File: config.mk
export PLATFORM = sky130hd
export DESIGN_NAME = spi_master_multi
export DESIGN_NICKNAME = d
export VERILOG_FILES = /design/src/rtl/spi_pkg.sv /design/src/rtl/spi_clk_gen.sv /design/src/rtl/spi_master_multi.sv
export SDC_FILE = /design/constraint.sdc
export NUM_CORES = 1
export LEC_CHECK = 0
export ABC_AREA = 1
export BUFFER_PORTS_ARGS = -buffer_cell sky130_fd_sc_hd__buf_2
export CAP_MARGIN = 5
export CORE_ASPECT_RATIO = 0.6
export CORE_MARGIN = 10
export CORE_UTILIZATION = 30
export DETAILED_ROUTE_END_ITERATION = 8
export GPL_ROUTABILITY_DRIVEN = 0
export PLACE_DENSITY = 0.45
export SLEW_MARGIN = 30
export SYNTH_ARGS = -nofsm -noshare
export SYNTH_HDL_FRONTEND = slang
export SYNTH_SLANG_ARGS = --single-unit
File: constraint.sdc
create_clock -name clk -period 3.5 [get_ports clk]
set_input_delay 0.35 -clock clk [delete_from_list [all_inputs] [get_ports clk]]
set_output_delay 0.35 -clock clk [all_outputs]
set_load 0.03 [all_outputs]
File: src/rtl/spi_pkg.sv
// spi_pkg -- shared constants for the SPI master.
//   FSM state encodings used by spi_master_multi, and the sck edge-type
//   constants produced by spi_clk_gen (edges are numbered from 1, so the
//   first edge of a word is an odd edge).
package spi_pkg;

   typedef logic [1:0] state_t;

   localparam state_t ST_IDLE  = 2'd0;
   localparam state_t ST_LEAD  = 2'd1;
   localparam state_t ST_XFER  = 2'd2;
   localparam state_t ST_TRAIL = 2'd3;

   localparam logic EDGE_ODD  = 1'b1;
   localparam logic EDGE_EVEN = 1'b0;

endpackage

File: src/rtl/spi_clk_gen.sv
// spi_clk_gen -- half-period divider for the SPI master.
//   clk      in   system clock
//   rst      in   synchronous active-high reset
//   restart  in   clear the divider and re-arm the edge parity (new word)
//   run      in   divider counts while high
//   edge_en  in   the current tick produces an sck edge
//   div      in   half-period minus one, in clk cycles
//   tick     out  last cycle of the current half-period
//   edge_odd out  type of the next sck edge (EDGE_ODD / EDGE_EVEN)
module spi_clk_gen
   import spi_pkg::*;
#(
   parameter int DIV_W = 8
) (
   input  logic             clk,
   input  logic             rst,
   input  logic             restart,
   input  logic             run,
   input  logic             edge_en,
   input  logic [DIV_W-1:0] div,
   output logic             tick,
   output logic             edge_odd
);

   logic [DIV_W-1:0] cnt;

   // The compare happens before the increment, so div = all-ones simply
   // lets cnt roll over to zero on the tick.
   assign tick = run && (cnt == div);

   always_ff @(posedge clk) begin
      if (rst || restart) begin
         cnt      <= '0;
         edge_odd <= EDGE_ODD;
      end else if (run) begin
         cnt <= tick ? '0 : cnt + 1'b1;
         if (tick && edge_en)
            edge_odd <= ~edge_odd;
      end
   end

endmodule

File: src/rtl/spi_master_multi.sv
// spi_master_multi -- SPI master with multiple slave selects.
//   clk, rst        system clock, synchronous active-high reset
//   cpol, cpha      SPI mode (latched per word)
//   lsb_first       bit order (latched per word)
//   clk_div         sck half-period = clk_div+1 clk cycles (latched per word)
//   ss_sel          slave index; out-of-range selects no line
//   tx_data/valid   word request, accepted when tx_valid && tx_ready
//   tx_ready        request can be accepted this cycle
//   rx_data/valid   received word, rx_valid pulses one cycle per word
//   busy            transfer in progress
//   sck, mosi, miso SPI bus
//   ssn             active-low slave selects
// Optional feature: define SPI_MASTER_MULTI_BURST_EN to chain words to the
// same slave without releasing ssn (the next word is taken in the last TRAIL
// cycle and LEAD is skipped).
module spi_master_multi
   import spi_pkg::*;
#(
   parameter  int DATA_W = 8,
   parameter  int NUM_SS = 4,
   parameter  int DIV_W  = 8,
   localparam int SS_W   = (NUM_SS > 1) ? $clog2(NUM_SS) : 1
) (
   input  logic              clk,
   input  logic              rst,
   input  logic              cpol,
   input  logic              cpha,
   input  logic              lsb_first,
   input  logic [DIV_W-1:0]  clk_div,
   input  logic [SS_W-1:0]   ss_sel,
   input  logic [DATA_W-1:0] tx_data,
   input  logic              tx_valid,
   output logic              tx_ready,
   output logic [DATA_W-1:0] rx_data,
   output logic              rx_valid,
   output logic              busy,
   output logic              sck,
   output logic              mosi,
   input  logic              miso,
   output logic [NUM_SS-1:0] ssn
);

   localparam int EC_W = $clog2(2*DATA_W + 1);
   localparam logic [EC_W-1:0] EDGES     = EC_W'(2*DATA_W);
   localparam logic [EC_W-1:0] LAST_EDGE = EC_W'(2*DATA_W - 1);

   function automatic logic first_bit(input logic [DATA_W-1:0] d, input logic lsb);
      return lsb ? d[0] : d[DATA_W-1];
   endfunction

   function automatic logic [DATA_W-1:0] shift_out(input logic [DATA_W-1:0] d, input logic lsb);
      return lsb ? (d >> 1) : (d << 1);
   endfunction

   function automatic logic [DATA_W-1:0] shift_in(input logic [DATA_W-1:0] d, input logic lsb,
                                                  input logic b);
      return lsb ? {b, d[DATA_W-1:1]} : {d[DATA_W-2:0], b};
   endfunction

   function automatic logic [NUM_SS-1:0] sel_mask(input logic [SS_W-1:0] s);
      logic [NUM_SS-1:0] m;
      m = '1;
      for (int i = 0; i < NUM_SS; i++)
         if (32'(s) == 32'(i)) m[i] = 1'b0;
      return m;
   endfunction

   state_t            state;
   logic              cpha_l, lsb_l;
   logic [DIV_W-1:0]  div_l;
   logic [DATA_W-1:0] tx_sh, rx_sh;
   logic [EC_W-1:0]   edge_cnt;          // sck edges already generated
   logic              sck_q, mosi_q;
   logic              tick, edge_odd;
   logic              accept, burst_ok, do_edge, shift_ev, sample_ev;

`ifdef SPI_MASTER_MULTI_BURST_EN
   logic [SS_W-1:0]   ss_l;
   // Ready in the last TRAIL cycle only for the same slave, so a handshake
   // there always means the word is really taken.
   assign burst_ok = (state == ST_TRAIL) && tick && (ss_sel == ss_l);
`else
   assign burst_ok = 1'b0;
`endif

   assign tx_ready = !rst && ((state == ST_IDLE) || burst_ok);
   assign accept   = tx_valid && tx_ready;
   assign busy     = (state != ST_IDLE);

   // Edge 1 is produced at the end of LEAD; XFER spends one more half-period
   // after edge 2*DATA_W before moving to TRAIL.
   assign do_edge   = tick && ((state == ST_LEAD) ||
                               ((state == ST_XFER) && (edge_cnt != EDGES)));
   assign shift_ev  = do_edge && (cpha_l ? ((edge_odd == EDGE_ODD)  && (edge_cnt != '0))
                                         : ((edge_odd == EDGE_EVEN) && (edge_cnt != LAST_EDGE)));
   assign sample_ev = do_edge && (edge_odd == (cpha_l ? EDGE_EVEN : EDGE_ODD));

   // sck_q captures cpol at acceptance, so a later cpol change only shows in IDLE.
   assign sck  = (state == ST_IDLE) ? (cpol && !rst) : sck_q;
   assign mosi = (state == ST_IDLE) ? 1'b0 : mosi_q;

   spi_clk_gen #(.DIV_W(DIV_W)) u_clk_gen (
      .clk      (clk),
      .rst      (rst),
      .restart  (accept),
      .run      (busy),
      .edge_en  (do_edge),
      .div      (div_l),
      .tick     (tick),
      .edge_odd (edge_odd)
   );

   always_ff @(posedge clk) begin
      if (rst) begin
         state    <= ST_IDLE;
         ssn      <= '1;
         sck_q    <= 1'b0;
         mosi_q   <= 1'b0;
         rx_data  <= '0;
         rx_valid <= 1'b0;
         edge_cnt <= '0;
      end else begin
         rx_valid <= 1'b0;
         if (accept) begin
            // A burst hand-over also completes the word still in rx_sh.
            if (state == ST_TRAIL) begin
               rx_data  <= rx_sh;
               rx_valid <= 1'b1;
            end
            state    <= (state == ST_TRAIL) ? ST_XFER : ST_LEAD;
            ssn      <= sel_mask(ss_sel);
            sck_q    <= cpol;
            mosi_q   <= first_bit(tx_data, lsb_first);
            tx_sh    <= tx_data;
            cpha_l   <= cpha;
            lsb_l    <= lsb_first;
            div_l    <= clk_div;
            edge_cnt <= '0;
`ifdef SPI_MASTER_MULTI_BURST_EN
            ss_l     <= ss_sel;
`endif
         end else begin
            case (state)
               ST_LEAD, ST_XFER: begin
                  if (do_edge) begin
                     sck_q    <= ~sck_q;
                     edge_cnt <= edge_cnt + 1'b1;
                     state    <= ST_XFER;
                  end else if (tick) begin
                     state <= ST_TRAIL;
                  end
               end
               ST_TRAIL: begin
                  if (tick) begin
                     state    <= ST_IDLE;
                     ssn      <= '1;
                     rx_data  <= rx_sh;
                     rx_valid <= 1'b1;
                  end
               end
               default: ;
            endcase
            if (shift_ev) begin
               tx_sh  <= shift_out(tx_sh, lsb_l);
               mosi_q <= first_bit(shift_out(tx_sh, lsb_l), lsb_l);
            end
            if (sample_ev)
               rx_sh <= shift_in(rx_sh, lsb_l, miso);
         end
      end
   end

endmodule

==> run_results.csv, run 1 <==
group,metric,value,unit
sta,min_period_over_period,70.9,%
logic_synthesis,ys.flop_type,"dfxtp_1",
floorplan,start_util,30.8,%
floorplan,ios,42,
critical_path,worstPathRequired,3450,ps
critical_path,critPathKind,"reg2reg",
sta,setup_viol,0,
sta,slew_headroom,43.5,%
logic_synthesis,ys_seq_elements,57,
global_route,track_usage,10.5,%
logic_synthesis,ys_warn_count,0,
drt,drt_iter0_drc,111,
sta,timing.final.ws_setup,1020,ps
final_layout,drive_gt1_share,22.5,%
logic_synthesis,synth.most_common_cell,"nand2_1",
pwr,p_seq_share,35.5,%
sta,setup_tns,0,ps
pwr,p_total,2.24,mW
logic_synthesis,post_synth_inst_count,333,
global_route,grt_pass1_wl,11400,microns
sta,max_freq,0.403,GHz
logic_synthesis,postSynth.asyncResetShare,0,%
clock_network,ctsHoldBuffers,0,
pwr,power.density,641,nW/um^2
clock_network,cts_resized,0,
logic_synthesis,synth_nets,367,
critical_path,critPathMaxFanout,10,
logic_synthesis,ys_seq_area_share,49.7,%
floorplan,coreArea,9160,sq um
clock_network,clk_latency,330,ps
clock_network,cts_tree,"yes",
global_route,grt_antenna_before_repair,0,
floorplan,rows,27,
clock_network,clk_pin_slew_worst_paths,50,ps
drt,antenna_left,0,
sta,layout_min_cycle_time,2480,ps
pwr,clockPowerShare,41.4,%
logic_synthesis,yosysTopAreaCell,"edfxtp_1",
global_route,grt_max_degree,20,
pwr,p_sw_share,31.1,%
worst_hold_path,hold_class,"in2reg",
final_layout,design_area,3500,sq um
logic_synthesis,synth_top_cells_by_area,"edfxtp_1 28%, dfxtp_1 22%, nand2_1 13%, ha_1 4.0%, inv_1 4.0%",
clock_network,cts-root-buf,"clkbuf_16",
clock_network,clock_path_buffers,2,
drt,first_pass_iters,4,
run_status,outcome,"completed",
job,maxCapViolations,0,
placed_design,place_area,3180,sq um
sta,slew_violations,0,
critical_path,cp.arrival,2430,ps
logic_synthesis,yosys.cell_types.count,36,
sta,worst_pin_slew,848,ps
clock_network,cts_buffers,9,
placed_design,io_buffers,41,
pwr,switchingPower,0.698,mW
critical_path,critPathLaunchType,"register",
placed_design,pre_cts_slack,1000,ps
sta,hold_viol_final,0,
drt,vias_per_cell,4.36,
final_layout,num_antenna_cells,0,
drt,wire_per_inst,12.9,microns
floorplan,dieWidth,145,microns
logic_synthesis,syn_area,2820,sq um
critical_path,end_kind,"register",
floorplan,dieArea,13800,sq um
logic_synthesis,synth_edf_count,26,
drt,vias,2252,
pwr,leakage,1.55,nW
clock_network,htree_levels,3,
sta,grt_setup_unrepaired,"no",
global_route,grt.overflow.total,0,
final_layout,postLayoutCoreUtil,38.2,%
clock_network,clock_sinks,57,
pwr,peakVddDrop,0.298,mV
logic_synthesis,synth_top_cells_by_count,"95 x nand2_1, 31 x dfxtp_1, 30 x inv_1, 30 x nor2_1, 26 x edfxtp_1",
drt,wirelength,6640,microns
final_layout,area_growth,24.2,%
global_route,grt_pass1_vias,2263,
pwr,p_int,1.55,mW
drt,drc,0,
sta,skew,6.92,ps
logic_synthesis,syn_area_per_cell,8.47,sq um
logic_synthesis,yosys.area.top_type_share,27.7,%
clock_network,post-cts-setup-buffer-count,0,
final_layout,nets,416,
pwr,pwr-share-comb,23.1,%
floorplan,die_y,95.1,microns
placed_design,hpwl,5040,microns
## registers in the layout, indices dropped and copies added (netlist names)
signal and cells:
div_l 8, lsb_l 1, u_clk_gen.edge_odd 1, sck_q 1, state 2, ssn 4, rx_data 8, cpha_l 1
rx_sh 8, edge_cnt 5, tx_sh 8, mosi_q 1, rx_valid 1, u_clk_gen.cnt 8
## cell families after synthesis
group	synth area share, %
simple gates	28.8
flops	49.7
buf+inv	6.66
compound gates	7.99
fa+ha+maj	3.99
xor+xnor	2.49
mux	0.399
## power by group through the flow
stage / clock network [mW] / logic, mW / registers (mW)
CTS: 0.953 / 0.523 / 0.797
floorplan: 0 / 0.385 / 0.810
detailed placement: 0 / 0.521 / 0.810
global route: 0.981 / 0.588 / 0.804
global placement: 0 / 0.521 / 0.810
finish: 0.930 / 0.517 / 0.797
## per-layer routing
metal  vias up  routed length, microns  global-route usage (%)
met5         -                       0                       0
met4         0                      92                    4.36
met1       998                    3550                    13.9
li1       1192                       -                       -
met2        54                    2620                    14.7
met3         8                     379                    4.30
## per-stage QoR
step                hold WS (ps)  cells
floorplan                    445    333
global placement             449    501
detailed placement           453    501
CTS                          181    517
global route                 182    517
finish                       196    517
## worst max-delay path: stages, from the launching register on
cell	delay [ps]
dfxtp_1	370
inv_1	80
ha_1	270
inv_2	180
nand4_1	180
nor2_4	200
nand3_1	130
a21oi_1	680
## path summary, 6_finish.rpt
kind                      startpoint                      end  slack, ps  cells past startpoint
max            state[0]$_SDFFE_PP0P_       tx_sh[0]$_DFFE_PP_       1020                      7
min                       clk_div[6]       div_l[6]$_DFFE_PP_        200                      1
max reg2reg    state[0]$_SDFFE_PP0P_       tx_sh[0]$_DFFE_PP_       1020                      7
min reg2reg  rx_data[0]$_SDFFE_PP0P_  rx_data[0]$_SDFFE_PP0P_        460                      2
## placed cells by master, fill, tap and decap left out, drive strengths merged, types with 7 or more instances in the layout
master  synthesis  layout
nand3          21      21
clkbuf          1      12
dfxtp          31      31
xor2            7       7
a21oi          21      21
nand2         103     103
ha              9       9
inv            42      42
nor2           34      34
buf             3      42
edfxtp         26      26
## cell type report
type                            instances  area, sq um
Inverter                               44          169
Tap cell                              130          163
Fill cell                             925         5650
Multi-Input combinational cell        228         1230
Sequential cell                        57         1400
Timing Repair Buffer                   42          213
Clock inverter                          4         47.5
Clock buffer                           12          278
Power figures use the tool's default switching activity.
==> inputs of run 2 (changes only) <==
--- a/config.mk
+++ b/config.mk
@@ -5,7 +5,7 @@
 export SDC_FILE = /design/constraint.sdc
 export NUM_CORES = 1
 export LEC_CHECK = 0
-export ABC_AREA = 1
+export ABC_AREA = 0
 export BUFFER_PORTS_ARGS = -buffer_cell sky130_fd_sc_hd__buf_2
 export CAP_MARGIN = 5
 export CORE_ASPECT_RATIO = 0.6
@@ -13,7 +13,7 @@
 export CORE_UTILIZATION = 30
 export DETAILED_ROUTE_END_ITERATION = 8
 export GPL_ROUTABILITY_DRIVEN = 0
-export PLACE_DENSITY = 0.45
+export PLACE_DENSITY = 0.47
 export SLEW_MARGIN = 30
 export SYNTH_ARGS = -nofsm -noshare
 export SYNTH_HDL_FRONTEND = slang
==> constraint.sdc (replaced) <==
create_clock -name clk -period 2 [get_ports clk]
set_input_delay 0.2 -clock clk [delete_from_list [all_inputs] [get_ports clk]]
set_output_delay 0.2 -clock clk [all_outputs]
set_load 0.03 [all_outputs]
==> run 2 against run 1 <==
- non-clock buffer count up 20
- clock power is 75% higher
- largest cell class unchanged
- critical endpoint is now ssn[0]$_SDFFE_PP1P_
- core utilization increased by 4.1 points
==> run_results.csv, run 2 <==
group,metric,value,unit
drt,drc,0,
floorplan,dieWidth,143,microns
critical_path,cp_common_cell,"ha_4",
clock_network,clock_sinks,57,
logic_synthesis,yosys.area.top_type_share,28.9,%
placed_design,io_buffers,41,
floorplan,die_y,93.5,microns
final_layout,postLayoutCoreUtil,42.4,%
sta,min_period_over_period,94.9,%
drt,drt_iter0_drc,115,
logic_synthesis,ys_warn_count,0,
worst_hold_path,hold_depth,1,
pwr,p_total,3.87,mW
clock_network,cts_buffers,9,
final_layout,mostFrequentLayoutCells,"41 x buf_2, 34 x nor2_1, 29 x dfxtp_1",
clock_network,ctsHoldBuffers,0,
critical_path,critPathLaunchType,"register",
floorplan,start_util,31.2,%
logic_synthesis,synth_edf_count,26,
floorplan,rows,26,
sta,skew,4.50,ps
global_route,track_usage,10.2,%
drt,first_pass_iters,4,
clock_network,clock_path_buffers,2,
clock_network,clk_pin_slew_worst_paths,50,ps
clock_network,cts_tree,"yes",
drt,wire_per_inst,15.0,microns
sta,setup_viol,0,
global_route,grt_max_degree,23,
logic_synthesis,post_synth_inst_count,253,
logic_synthesis,ys_seq_elements,57,
critical_path,critPathKind,"reg2reg",
final_layout,final_cell_count_no_fill,435,
global_route,grt_pass1_wl,10500,microns
global_route,grt_antenna_before_repair,0,
final_layout,final_common_cell,"buf_2",
drt,antenna_left,0,
logic_synthesis,yosys.cell_types.count,42,
critical_path,worstPathRequired,2200,ps
logic_synthesis,syn_area,2700,sq um
pwr,leakage,1.46,nW
logic_synthesis,postSynth.asyncResetShare,0,%
placed_design,numPlacedInstances,416,
global_route,grt.overflow.total,0,
final_layout,drive_gt1_share,36.2,%
critical_path,cp.arrival,2100,ps
drt,wirelength,6540,microns
sta,slew_headroom,71.8,%
floorplan,ios,42,
pwr,peakVddDrop,0.483,mV
sta,layout_min_cycle_time,1900,ps
logic_synthesis,synth_top_cells_by_area,"edfxtp_1 29%, dfxtp_1 23%, mux2i_1 5.9%, nor2_1 4.7%, xnor2_1 4.2%",
critical_path,worst_path_largest_cell_delay,460,ps
sta,worst_pin_slew,421,ps
pwr,power.density,1060,nW/um^2
job,maxCapViolations,0,
logic_synthesis,ys_seq_area_share,51.8,%
critical_path,critPathSlowestCell,"or4_1",
critical_path,critPathMaxFanout,9,
sta,slew_violations,0,
worst_hold_path,hold_class,"in2reg",
logic_synthesis,synth_top_cells_by_count,"34 x nor2_1, 31 x dfxtp_1, 26 x edfxtp_1, 18 x a21oi_1, 16 x mux2i_1",
logic_synthesis,ys.flop_type,"dfxtp_1",
logic_synthesis,synth.most_common_cell,"nor2_1",
floorplan,coreArea,8650,sq um
final_layout,num_antenna_cells,0,
logic_synthesis,syn_area_per_cell,10.7,sq um
logic_synthesis,synth_nets,287,
final_layout,area_growth,35.6,%
sta,max_freq,0.527,GHz
final_layout,nets,352,
critical_path,end_kind,"register",
clock_network,cts-root-buf,"clkbuf_16",
critical_path,reg2regPathDepth,9,
global_route,grt_pass1_vias,1999,
clock_network,htree_levels,3,
sta,hold_viol_final,0,
drt,vias_per_cell,4.67,
run_status,outcome,"completed",
clock_network,clk_latency,330,ps
logic_synthesis,yosysTopAreaCell,"edfxtp_1",
drt,vias,2030,
final_layout,fill_cells,830,
critical_path,cp_cell_sequence,"inv_2 -> ha_4 -> nand2_4 -> nor2_4 -> inv_4 -> ha_4 -> or4_1 -> a21oi_1 -> o31ai_1",
floorplan,dieArea,13300,sq um
placed_design,hpwl,4850,microns
## run 2: cell count changes after synthesis, moves of 6 or more
cell	change
nand2_1	-81
xnor2_1	+12
o22ai_1	-6
inv_1	-17
mux2_2	+9
mux2i_1	+16
nand3_1	-14
inv_2	-11
## run 2: area by class of cell
type	count	area, sq um	area share (%)
Clock buffer	9	225	6.14
Clock inverter	7	95.1	2.59
Inverter	13	55.1	1.50
Multi-Input combinational cell	175	1370	37.3
Sequential cell	57	1400	38.3
Tap cell	112	140	3.82
Timing Repair Buffer	62	379	10.3
## run 2: layer usage
metal  routed length (microns)  part of all wire (%)  global-route usage (%)
met1                      3510                    54                    14.0
met2                      2490                    38                    13.1
met3                       458                   7.0                    4.70
met4                        84                   1.3                    4.87
met5                         0                     0                       0
## run 2: power by group
group	internal, mW	switching [mW]	total (mW)
clock	1.09	0.540	1.63
combinational	0.356	0.520	0.876
sequential	1.31	0.0572	1.37
total	2.75	1.12	3.87
## run 2: critical path, delay by kind of cell, from the launching register on
kind | cells | cell delay [ps]
simple gates | 3 | 650
fa+ha+maj | 2 | 390
flops | 1 | 330
compound gates | 2 | 220
buf+inv | 2 | 160
## run 2: final timing paths
kind	start	to	slack, ps
setup / recovery	state[1]$_SDFFE_PP0P_	ssn[0]$_SDFFE_PP1P_	100
hold / removal	cpha	cpha_l$_DFFE_PP_	50
hold reg to reg	ssn[3]$_SDFFE_PP1P_	ssn[3]$_SDFFE_PP1P_	470
setup reg to reg	state[1]$_SDFFE_PP0P_	ssn[0]$_SDFFE_PP1P_	100
## run 2: metrics by stage
step                      worst slack [ps]  cell area [sq um]  setup TNS (ps)  hold WS [ps]
after floorplan                       -318               2810           -1270           299
final                                  103               3670               0          46.0
after detailed placement             -13.4               3240            -105           378
after CTS                             19.7               3560               0          32.3
after global placement                55.0               3240               0           379
after global routing                 -12.6               3670           -62.3          29.7
## run 2: cell families (layout without fill, tap and decap cells)
| kind of cell | count (synthesis) | count (layout) | share of synthesized area [%] |
|---|---|---|---|
| AND/OR/NAND/NOR | 82 | 82 | 15.3 |
| XOR/XNOR | 16 | 16 | 5.46 |
| adder cells (fa/ha/maj) | 9 | 9 | 4.16 |
| multiplexers | 26 | 26 | 10.1 |
| AO/OA/AOI/OAI | 42 | 42 | 10.1 |
| flip-flops | 57 | 57 | 51.8 |
| buffers and inverters | 21 | 91 | 3.01 |
## run 2: timing repair
action / 4_1_cts / 5_1_grt
resized for setup: 0 / 12
pin swaps: 1 / 2
setup buffers: 0 / 3
setup endpoints to repair: 8 / 22
==> inputs of run 3 (changes only) <==
--- a/config.mk
+++ b/config.mk
@@ -11,9 +11,11 @@
 export CORE_ASPECT_RATIO = 0.6
 export CORE_MARGIN = 10
 export CORE_UTILIZATION = 30
+export CTS_BUF_LIST = sky130_fd_sc_hd__clkbuf_8 sky130_fd_sc_hd__clkbuf_16
 export DETAILED_ROUTE_END_ITERATION = 8
 export GPL_ROUTABILITY_DRIVEN = 0
 export PLACE_DENSITY = 0.47
+export RECOVER_POWER = 100
 export SLEW_MARGIN = 30
 export SYNTH_ARGS = -nofsm -noshare
 export SYNTH_HDL_FRONTEND = slang
==> run 3 against run 2 <==
- non-clock buffer count is the same
- wire length about the same
- via count grew 0.20%
- worst setup slack lost 12 ps
- sequential cell count is the same
- maximum frequency shrank 0.64%
- final area is 1.3% lower
- die area stayed put
- sequential share of layout area grew 0.49 points
- largest cell class unchanged
- largest power group unchanged
==> run_results.csv, run 3 (same netlist as run 2, synthesis figures left out) <==
group,metric,value,unit
pwr,peakVddDrop,0.483,mV
final_layout,design_area,3620,sq um
drt,wire_per_inst,15.1,microns
pwr,clockPowerShare,42.3,%
critical_path,critPathLaunchType,"register",
global_route,grt_antenna_before_repair,0,
sta,max_freq,0.524,GHz
drt,vias,2034,
sta,layout_min_cycle_time,1910,ps
pwr,switchingPower,1.11,mW
sta,slew_headroom,72.7,%
global_route,busiest_layer,"met1",
critical_path,end_kind,"register",
worst_hold_path,hold_depth,1,
drt,wirelength,6550,microns
placed_design,io_buffers,41,
sta,timing.final.ws_setup,90.6,ps
sta,skew,4.91,ps
drt,antenna_left,0,
sta,slew_violations,0,
critical_path,critPathSlowestCell,"or4_1",
pwr,p_sw_share,28.9,%
drt,vias_per_cell,4.68,
final_layout,postLayoutCoreUtil,41.8,%
drt,first_pass_iters,4,
placed_design,numPlacedInstances,416,
final_layout,area_growth,33.9,%
sta,hold_viol_final,0,
sta,worst_pin_slew,408,ps
global_route,grt_pass1_wl,10500,microns
critical_path,critPathMaxFanout,9,
clock_network,clk_pin_slew_worst_paths,50,ps
placed_design,pre_cts_slack,-13.4,ps
critical_path,cp_cell_sequence,"inv_2 -> ha_4 -> nand2_4 -> nor2_4 -> inv_2 -> ha_4 -> or4_1 -> a21oi_1 -> o31ai_1",
clock_network,clk_latency,330,ps
final_layout,nets,352,
global_route,grt_max_degree,23,
final_layout,num_antenna_cells,0,
clock_network,ctsHoldBuffers,0,
global_route,track_usage,10.2,%
clock_network,htree_levels,3,
global_route,met2_usage,13.1,%
critical_path,cp.arrival,2110,ps
final_layout,final_cell_count_no_fill,435,
pwr,pwr-share-comb,22.2,%
floorplan,die_y,93.5,microns
sta,min_period_over_period,95.5,%
drt,drc,0,
pwr,p_int,2.74,mW
critical_path,worstReg2RegStart,"state[1]$_SDFFE_PP0P_",
pwr,leakage,1.38,nW
floorplan,coreArea,8650,sq um
global_route,grt_pass1_vias,1999,
floorplan,ios,42,
worst_hold_path,min_to,"cpha_l$_DFFE_PP_",
job,maxCapViolations,0,
pwr,p_total,3.85,mW
floorplan,rows,26,
final_layout,drive_gt1_share,30.7,%
final_layout,mostFrequentLayoutCells,"34 x nor2_1, 29 x dfxtp_1, 26 x edfxtp_1",
placed_design,place_area,3240,sq um
critical_path,worst_path_largest_cell_delay,470,ps
floorplan,dieWidth,143,microns
global_route,met3_usage,4.70,%
clock_network,cts_buffers,9,
global_route,grt.overflow.total,0,
placed_design,hpwl,4850,microns
critical_path,worstPathRequired,2200,ps
floorplan,dieArea,13300,sq um
critical_path,rrSetupSlack,90,ps
clock_network,clock_path_buffers,2,
pwr,p_seq_share,35.5,%
drt,drt_iter0_drc,101,
run_status,outcome,"completed",
clock_network,clock_sinks,57,
final_layout,final_common_cell,"nor2_1",
critical_path,critPathKind,"reg2reg",
clock_network,cts_tree,"yes",
clock_network,cts-root-buf,"clkbuf_16",
floorplan,start_util,31.2,%
sta,setup_viol,0,
global_route,grt_use_met1,14.0,%
critical_path,reg2regPathDepth,9,
critical_path,timing.rr.end,"ssn[0]$_SDFFE_PP1P_",
worst_hold_path,holdCritStartpoint,"cpha",
pwr,power.density,1060,nW/um^2
worst_hold_path,hold_class,"in2reg",
-- run 3: changes by cell type in the layout (fill, tap and decap cells not counted) --
cell      previous run  this run
inv_2                2         3
nor3_2               1         2
clkbuf_2             0         4
buf_4               19        13
inv_4                1         0
clkbuf_1             0        18
nor3_4               1         0
buf_2               41        25
-- run 3: worst max path at each step --
| stage | startpoint | endpoint | slack (ps) | cells past startpoint |
|---|---|---|---|---|
| 2_1_floorplan | state[1]$_SDFFE_PP0P_ | ssn[0]$_SDFFE_PP1P_ | -320 | 12 |
| 3_3_place_gp | edge_cnt[0]$_SDFFE_PN0P_ | tx_sh[1]$_DFFE_PP_ | 50 | 8 |
| 3_5_place_dp | edge_cnt[0]$_SDFFE_PN0P_ | tx_sh[3]$_DFFE_PP_ | -10 | 8 |
| 4_1_cts | div_l[2]$_DFFE_PP_ | tx_sh[0]$_DFFE_PP_ | 20 | 6 |
| 5_1_grt | edge_cnt[0]$_SDFFE_PN0P_ | tx_sh[1]$_DFFE_PP_ | -10 | 8 |
| 6_report | state[1]$_SDFFE_PP0P_ | ssn[0]$_SDFFE_PP1P_ | 90 | 9 |
-- run 3: layout make-up --
class | count | area [sq um]
repair buffers | 62 | 342
inverters | 13 | 52.6
flip-flops and latches | 57 | 1400
clock buffers | 9 | 225
fillers | 841 | 5030
clock inverters | 7 | 95.1
well taps | 112 | 140
multi-input cells | 175 | 1360
-- run 3: repair_timing --
item / CTS / global route
gates cloned: 0 / 0
setup endpoints to repair: 8 / 22
buffers inserted: 0 / 3
pin swaps: 1 / 2
resized for setup: 0 / 12
-- run 3: critical path: cells and delay by family (launching register included) --
family	cells	cell delay, ps
adders and majority gates	2	400
and+or+nand+nor	3	640
buffers and inverters	2	170
AOI/OAI and AO/OA	2	220
DFF	1	330
-- run 3: power by group through the flow --
stage / Combinational (mW) / Sequential (mW) / Clock [mW]
after floorplan: 0.586 / 1.38 / 0
final: 0.855 / 1.37 / 1.63
after detailed placement: 0.826 / 1.38 / 0
after CTS: 0.834 / 1.36 / 1.67
after global routing: 0.946 / 1.38 / 1.73
after global placement: 0.833 / 1.39 / 0
-- run 3: stage by stage --
stage	setup TNS (ps)	hold slack, ps
final	0	44.5
after global routing	-53.3	29.7
after CTS	0	32.3
after detailed placement	-105	378
after global placement	0	379
after floorplan	-1270	299
-- run 3: routing by layer --
layer | vias to the layer above | wire length, microns
li1 | 1042 | -
met1 | 940 | 3510
met5 | - | 0
met3 | 9 | 441
met4 | 0 | 102
met2 | 43 | 2490
